<file path="config.mk">
export PLATFORM = sky130hd
export DESIGN_NAME = axi_ar_burst_splitter
export DESIGN_NICKNAME = d
export VERILOG_FILES = /design/src/rtl/axi_ar_burst_splitter.sv
export SDC_FILE = /design/constraint.sdc
export NUM_CORES = 1
export LEC_CHECK = 0
export CORE_AREA = 10 10 91 133
export CTS_BUF_LIST = sky130_fd_sc_hd__clkbuf_8
export CTS_CLUSTER_SIZE = 10
export DETAILED_ROUTE_END_ITERATION = 12
export DIE_AREA = 0 0 101 143
export GPL_TIMING_DRIVEN = 0
export MAX_ROUTING_LAYER = met4
export PLACE_DENSITY_LB_ADDON = 0.3
export SYNTH_ARGS = -nofsm -noshare
export SYNTH_HDL_FRONTEND = slang
export SYNTH_SLANG_ARGS = --single-unit
</file>
<file path="constraint.sdc">
create_clock -name clk -period 4.4 [get_ports clk]
set_input_delay 0.44 -clock clk [delete_from_list [all_inputs] [get_ports clk]]
set_output_delay 0.44 -clock clk [all_outputs]
set_load 0.02 [all_outputs]
</file>
<file path="src/rtl/axi_ar_burst_splitter.sv">
// axi_ar_burst_splitter
//
// Splits each upstream AXI read burst into downstream sub-bursts of at most MAX_BEATS beats.
// R data passes straight through. Every intermediate rlast is masked, so the upstream side sees
// exactly one last beat per original request.
//
// Ports:
//   clk, rst            clock and synchronous active-high reset
//   s_ar_*              upstream read address channel (slave side)
//   m_ar_*              downstream sub-burst address channel (master side, to DRAM)
//   m_r_*               downstream read data channel from DRAM
//   s_r_*               upstream read data channel
//   busy                a split is in progress or requests are still outstanding
//   err                 sticky; an R beat arrived while nothing was outstanding
//
// DRAM must return sub-bursts in the order they were issued. No reordering is done here.
module axi_ar_burst_splitter #(
    parameter int unsigned ADDR_BITS            = 16,
    parameter int unsigned BURST_LEN_WIDTH      = 8,
    parameter int unsigned TID_WIDTH            = 8,
    parameter int unsigned LOG_BLOCK_DATA_BYTES = 0,
    parameter int unsigned MAX_BEATS            = 4,
    parameter int unsigned LOG_TRACK_DEPTH      = 2
) (
    input  logic                                  clk,
    input  logic                                  rst,

    input  logic                                  s_ar_valid,
    output logic                                  s_ar_ready,
    input  logic [ADDR_BITS-1:0]                  s_ar_addr,
    input  logic [BURST_LEN_WIDTH-1:0]            s_ar_len,
    input  logic [TID_WIDTH-1:0]                  s_ar_id,

    output logic                                  m_ar_valid,
    input  logic                                  m_ar_ready,
    output logic [ADDR_BITS-1:0]                  m_ar_addr,
    output logic [BURST_LEN_WIDTH-1:0]            m_ar_len,
    output logic [TID_WIDTH-1:0]                  m_ar_id,

    input  logic                                  m_r_valid,
    output logic                                  m_r_ready,
    input  logic [(8<<LOG_BLOCK_DATA_BYTES)-1:0]  m_r_data,
    input  logic [TID_WIDTH-1:0]                  m_r_id,
    input  logic                                  m_r_last,

    output logic                                  s_r_valid,
    input  logic                                  s_r_ready,
    output logic [(8<<LOG_BLOCK_DATA_BYTES)-1:0]  s_r_data,
    output logic [TID_WIDTH-1:0]                  s_r_id,
    output logic                                  s_r_last,

    output logic                                  busy,
    output logic                                  err
);

    // Beat counts (rem, chunk counts) need one bit more than the len field.
    localparam int unsigned LenW       = BURST_LEN_WIDTH + 1;
    localparam int unsigned TrackDepth = 1 << LOG_TRACK_DEPTH;
    localparam int unsigned LogMax     = $clog2(MAX_BEATS);
    localparam logic [LenW-1:0] MaxBeatsW = LenW'(MAX_BEATS);

    typedef enum logic [0:0] {StIdle, StSplit} state_e;

    state_e                     state_q;
    logic [ADDR_BITS-1:0]       addr_q;
    logic [TID_WIDTH-1:0]       id_q;
    logic [LenW-1:0]            rem_q;
    logic [LenW-1:0]            chunk_cnt_q;
    logic                       err_q;

    // Tracking FIFO: number of sub-bursts per outstanding original request.
    logic [LenW-1:0]            track_mem_q [TrackDepth];
    logic [LOG_TRACK_DEPTH-1:0] wr_ptr_q;
    logic [LOG_TRACK_DEPTH-1:0] rd_ptr_q;
    logic [LOG_TRACK_DEPTH:0]   count_q;

    logic                       track_full;
    logic                       track_empty;
    logic [LenW-1:0]            chunk_c;
    logic [LenW:0]              nchunks_sum;
    logic [LenW-1:0]            nchunks_c;
    logic [LenW-1:0]            head_nchunks;
    logic                       final_chunk;
    logic                       ar_in_hs;
    logic                       ar_out_hs;
    logic                       r_xfer;
    logic                       push;
    logic                       pop;

    assign track_full  = (count_q == (LOG_TRACK_DEPTH+1)'(TrackDepth));
    assign track_empty = (count_q == '0);

    // Ready depends on registered state only; no path from m_ar_ready.
    assign s_ar_ready = !rst && (state_q == StIdle) && !track_full;
    assign m_ar_valid = !rst && (state_q == StSplit);
    assign busy       = !rst && ((state_q == StSplit) || !track_empty);
    assign err        = err_q;

    assign chunk_c   = (rem_q > MaxBeatsW) ? MaxBeatsW : rem_q;
    assign m_ar_addr = addr_q;
    assign m_ar_len  = BURST_LEN_WIDTH'(chunk_c - LenW'(1));
    assign m_ar_id   = id_q;

    // ceil((len+1)/MAX_BEATS) == floor((len+MAX_BEATS)/MAX_BEATS)
    assign nchunks_sum = {2'b00, s_ar_len} + (LenW+1)'(MAX_BEATS);
    assign nchunks_c   = LenW'(nchunks_sum >> LogMax);

    assign ar_in_hs  = s_ar_valid && s_ar_ready;
    assign ar_out_hs = m_ar_valid && m_ar_ready;

    // R channel is a pure passthrough except for last masking.
    assign s_r_valid    = m_r_valid;
    assign m_r_ready    = s_r_ready;
    assign s_r_data     = m_r_data;
    assign s_r_id       = m_r_id;
    assign head_nchunks = track_mem_q[rd_ptr_q];
    assign final_chunk  = !track_empty && (chunk_cnt_q == head_nchunks - LenW'(1));
    assign s_r_last     = m_r_last && final_chunk;

    assign r_xfer = m_r_valid && s_r_ready;
    assign push   = ar_in_hs;
    assign pop    = r_xfer && m_r_last && final_chunk;

    always_ff @(posedge clk) begin
        if (push) begin
            track_mem_q[wr_ptr_q] <= nchunks_c;
        end
    end

    always_ff @(posedge clk) begin
        if (rst) begin
            state_q     <= StIdle;
            addr_q      <= '0;
            id_q        <= '0;
            rem_q       <= '0;
            chunk_cnt_q <= '0;
            err_q       <= 1'b0;
            wr_ptr_q    <= '0;
            rd_ptr_q    <= '0;
            count_q     <= '0;
        end else begin
            unique case (state_q)
                StIdle: begin
                    if (ar_in_hs) begin
                        addr_q  <= s_ar_addr;
                        id_q    <= s_ar_id;
                        rem_q   <= {1'b0, s_ar_len} + LenW'(1);
                        state_q <= StSplit;
                    end
                end
                StSplit: begin
                    if (ar_out_hs) begin
                        // Address wraps modulo 2^ADDR_BITS by truncation.
                        addr_q <= addr_q + (ADDR_BITS'(chunk_c) << LOG_BLOCK_DATA_BYTES);
                        rem_q  <= rem_q - chunk_c;
                        if (rem_q == chunk_c) begin
                            state_q <= StIdle;
                        end
                    end
                end
                default: state_q <= StIdle;
            endcase

            if (push) begin
                wr_ptr_q <= wr_ptr_q + 1'b1;
            end
            if (pop) begin
                rd_ptr_q <= rd_ptr_q + 1'b1;
            end
            if (push && !pop) begin
                count_q <= count_q + 1'b1;
            end else if (!push && pop) begin
                count_q <= count_q - 1'b1;
            end

            if (r_xfer && m_r_last && !track_empty) begin
                chunk_cnt_q <= final_chunk ? '0 : chunk_cnt_q + LenW'(1);
            end

            if (m_r_valid && track_empty) begin
                err_q <= 1'b1;
            end
        end
    end

endmodule

</file>
# After elaboration in Yosys (flattened, before gate mapping)
# Memories as Yosys holds them, arrays and structs flattened. A register that Yosys moved wholly into a read port is not among the register bits.
# Cells that the tools add are included.
[op_classes]
add_sub_neg = 11
order_cmp = 1
n_eq_ne = 5
mux = 17
bitwise_logic = 1
n_reduce_logical = 25
[ops]
columns = ["operator", "n"]
rows = [
  ["9-bit two-way mux", 4],
  ["16-bit two-way mux", 2],
  ["16-bit case mux with 2 select lines", 1],
  ["9-bit == test", 2],
  ["9-bit case mux with 2 select lines", 1],
  ["16-bit by 9-bit adder with 16-bit output", 1],
  ["1-bit logical AND", 15],
  ["8-bit by 1-bit adder with 9-bit output (second input constant)", 1],
  ["8-bit by 3-bit adder with 9-bit output (second input constant)", 1],
  ["9-bit by 1-bit adder with 9-bit output (second input constant)", 1],
  ["9-bit by 3-bit > comparator with 1-bit output (second input constant)", 1],
  ["9-bit by 1-bit subtractor with 9-bit output (second input constant)", 1],
  ["9-bit subtractor", 1],
  ["8-bit by 1-bit subtractor with 8-bit output (second input constant)", 1],
  ["3-bit two-way mux", 2],
  ["1-bit logical NOT", 5],
  ["2-bit by 1-bit adder with 2-bit output (second input constant)", 2],
  ["1-bit two-way mux", 4],
  ["2-bit two-way mux", 2],
  ["2-bit AND reduction", 2],
  ["3-bit by 1-bit adder with 3-bit output (second input constant)", 1],
  ["3-bit == test (second input constant)", 1],
  ["3-bit logical NOT", 1],
  ["3-bit by 1-bit subtractor with 3-bit output (second input constant)", 1],
  ["6 further kinds", 6],
]
[totals]
register_bits = 51
ram_bits = 28
inputBits = 55
n_memories = 1
[mem_list]
columns = ["name", "depth", "width", "read_ports", "rd_ports_with_merged_regs", "write_ports", "line_no", "source"]
rows = [
  ["track_mem_q", 4, 7, 1, 1, 1, "72", "logic [LenW-1:0] track_mem_q [TrackDepth];"],
]

# Logic depth before layout (Yosys ltp)
[logic_depth]
word_depth = 8
ltp_mapped = 18
mapped_depth_nobuf = 16

# Worst setup path before layout
# OpenSTA, ideal clock, no wires.
[synth_path]
path_kind = "register to register"
startpoint = "register with a tool-made name"
endpoint = "register count_q[2]"
arrival_time_ns = 3.961
required_ns = 4.330
setup_slack_ns = 0.369
stages_incl_launch_ff = 19
path_buffers = 2
path_cell_list = "dfxtp_1 -> buf_6 -> mux4_1 -> inv_1 -> ha_1 -> inv_1 -> or3_1 -> clkbuf_2 -> or3b_1 -> a211o_1 -> a31o_1 -> nor2_2 -> nand2_1 -> ha_1 -> inv_1 -> fa_1 -> xor2_1 -> or3_1 -> a21oi_1"
[synth_rtl]
columns = ["item", "line_no", "source"]
rows = [
  ["to (signal assigned)", "171", "count_q <= count_q + 1'b1;"],
  ["to (signal assigned)", "173", "count_q <= count_q - 1'b1;"],
  ["to (decl)", "75", "logic [LOG_TRACK_DEPTH:0] count_q;"],
]

==> results.tsv <==
metric	value	unit
status	finished clean	
drcViolationCount	0	
rows	44	
place_hpwl	10.64	mm
tns	0	ps
drive_above_1_share	0.08438	
grt_overflow	0	
avgSynthCellArea	9.090	um2
die_area	0.01444	mm2
yosys_warnings	0	
setup_viol_count_final	0	
dpl.cell_count	738	
wl_per_cell	18.10	um
first_global_vias	4444	
wl	13.67	mm
syn_inst	525	
start_util	0.4953	
postRouteAntennaNets	0	
ff_latch_area	0.001902	mm2
place_ws	-80.63	ps
p_per_area	325.8	mW/mm2
critical_path.slowest_cell	mux4_2	
finalHoldViolations	0	
path_max_fanout	7	
fmax	239.9	MHz
via_per_inst	5.620	
fin_crit	4169	ps
cts_tree	yes	
grt_max_degree	16	
synth-seq-cells	81	
synth.cell_area	0.004772	mm2
crit_type	reg -> out	
ys_seq_area_frac	0.3985	
tightestPinTransition	817.9	ps
grt_pass1_wl	22.15	mm
cts.clk_slew.worst_paths	90	ps
setup_slack	230.9	ps
io_pins	110	
maxCapViolCount	0	
fin_util	0.6303	
multiInputGateArea	0.002526	mm2
fillers	822	
grt.total_usage	0.1961	
antenna_found_initial	0	
dieHeight	143	um
maxSlewViolCount	0	
leakagePower	2.294	nW
fin_nets	712	
clkLatencyLatePin	370	ps
fin_crit_sh	0.9475	
finalClockSkew	12.92	ps
critPathRequiredTime	3960	ps
grt_setup_unrepaired	false	
synth_ff_type	dfxtp_1	
diodes	0	
cts_buffer_depth	2	
crit_chain	buf_6 > mux4_2 > inv_1 > ha_1 > inv_1 > or3_1 > clkbuf_2 > or3b_1 > a211o_1 > a31o_1 > nor2_4 > and2_1 > clkdlybuf4s15_2	
drt-pass1-iter-count	5	
arrival	3730	ps
io_buffers	93	
post_synth_num_cell_types	63	
cts_htree_levels	3	
critPathLaunchType	flip-flop	
stdcell_count	755	
hp-class	reg -> reg	
syn2layout_area_growth	27.24	%
cts_made_buffers	9	
gp_congestion	0.9140	
endpoint_kind	output port	
crit_top_cell	inv_1	
ys_async_sr_fraction	0	
root_buffer	clkbuf_8	
whs	461.3	ps
vdd_drop_max	0.2481	mV
core-area	0.009634	mm2
critPathMaxStageDelay	560	ps
clock_sinks	81	
synth_edf_count	28	
die_w	101	um
drtIter0Drc	221	
slew_headroom	0.4497	
num_vias	4243	
## final timing paths
| kind | cells after the start | endpoint | from | slack (ps) |
|---|---|---|---|---|
| max | 13 | s_r_last | flip-flop | 230 |
| min | 2 | m_ar_id[1]$_SDFFE_PP0P_ | m_ar_id[1]$_SDFFE_PP0P_ | 460 |
| max reg2reg | 18 | count_q[2]$_SDFFE_PP0P_ | flip-flop | 290 |
| min reg2reg | 2 | m_ar_id[1]$_SDFFE_PP0P_ | m_ar_id[1]$_SDFFE_PP0P_ | 460 |
## sequential cells by signal, indices dropped and copies added (netlist names), named ones only
name and cells:
chunk_cnt_q 9, count_q 3, err 1, m_ar_addr 16, m_ar_id 8, rd_ptr_q 2, rem_q 9, state_q 1
track_mem_q 28, wr_ptr_q 2
## synthesized netlist by cell type, types with 2 or more instances
library cell / count / area share
dfxtp_1: 53 / 0.22
inv_1: 24 / 0.019
nand3b_1: 2 / 0.0031
mux4_1: 5 / 0.028
a21o_1: 4 / 0.0063
o21ai_0: 20 / 0.021
a211oi_1: 19 / 0.030
nand2_1: 55 / 0.043
o2111ai_1: 2 / 0.0037
nand2b_1: 5 / 0.0066
nor4_1: 4 / 0.0052
clkinv_1: 2 / 0.0016
nand3_1: 10 / 0.010
nand4_1: 6 / 0.0079
a21oi_1: 37 / 0.039
o22ai_1: 5 / 0.0066
fa_1: 2 / 0.0084
or2_2: 2 / 0.0026
buf_4: 18 / 0.028
ha_1: 20 / 0.052
and2_1: 2 / 0.0026
o211ai_1: 6 / 0.0094
or4_1: 2 / 0.0031
o32ai_1: 3 / 0.0055
mux2i_1: 6 / 0.013
and3_1: 12 / 0.016
xnor2_1: 17 / 0.031
nor3_1: 19 / 0.020
nor2_1: 49 / 0.039
edfxtp_1: 28 / 0.18
a21boi_0: 2 / 0.0031
o21a_1: 3 / 0.0047
a22oi_1: 4 / 0.0063
o41ai_1: 2 / 0.0037
o31ai_1: 2 / 0.0031
mux4_2: 2 / 0.0094
buf_1: 4 / 0.0031
nor2b_1: 6 / 0.0079
mux2_2: 3 / 0.0071
xor2_1: 15 / 0.028
conb_1: 2 / 0.0016
or3_1: 3 / 0.0039
o211a_1: 2 / 0.0042
clkbuf_1: 17 / 0.013
## cell families after synthesis
kind of cell,synth area share
other cells,0.001574
simple gates,0.1846
fa+ha+maj,0.06083
flops,0.3985
xor+xnor,0.05873
buf+inv,0.07551
compound gates,0.1636
mux,0.05663
## cell type report
class | instances | share of cell area
Timing Repair Buffer | 94 | 0.1547
Clock buffer | 9 | 0.02040
Tap cell | 115 | 0.02370
Multi-Input combinational cell | 381 | 0.4160
Sequential cell | 81 | 0.3132
Clock inverter | 7 | 0.01257
Buffer | 42 | 0.04327
Inverter | 26 | 0.01607
## per-stage QoR
stage | cell area [um2] | power, mW
floorplan | 4791 | 1.194
global placement | 5866 | 1.414
detailed placement | 5866 | 1.426
CTS | 6080 | 1.984
global route | 6072 | 2.085
finish | 6072 | 1.978
## what timing repair did
action,4_1_cts,5_1_grt
buffers inserted,1,0
hold buffers,0,0
pin swaps,1,0
resized for setup,4,2
setup endpoints to repair,3,3
hold endpoints to repair,0,0
## metal layers
layer,global-route usage,up-vias,routed length (um)
met5,-,-,0
met1,0.1985,2013,5091
li1,-,2079,-
met4,0.07285,0,306
met2,0.3605,121,7773
met3,0.03768,30,495
## placed cells by master (no fill, tap or decap), types with 4 or more instances in the layout
cell / instances
a21oi_1: 37
buf_1: 4
buf_4: 19
nor2b_1: 6
inv_1: 25
a211oi_1: 19
edfxtp_1: 28
o22ai_1: 5
xor2_1: 15
a21o_1: 4
nand4_1: 6
nand2_1: 55
clkdlybuf4s50_1: 92
and3_1: 12
clkbuf_8: 9
o21ai_0: 20
conb_1: 7
ha_1: 20
nor4_1: 4
a22oi_1: 4
mux4_2: 4
dfxtp_1: 53
o211ai_1: 6
nor2_1: 49
mux2i_1: 6
clkbuf_1: 17
nand3_1: 10
nand2b_1: 5
nor3_1: 19
xnor2_1: 17
## critical path: cells and delay by family (launching register included)
kind | cells | cell delay, ps
AND/OR/NAND/NOR | 4 | 1040
buffers and inverters | 5 | 720
multiplexers | 1 | 560
AO/OA/AOI/OAI | 2 | 550
flip-flops | 1 | 330
adder cells (fa/ha/maj) | 1 | 170
## power breakdown
group          switching (mW)  internal [mW]  total (mW)
logic                   0.316          0.248       0.564
clock network           0.298          0.267       0.565
registers              0.0349          0.815       0.850
Note: power is estimated with default switching activity, not from simulation.
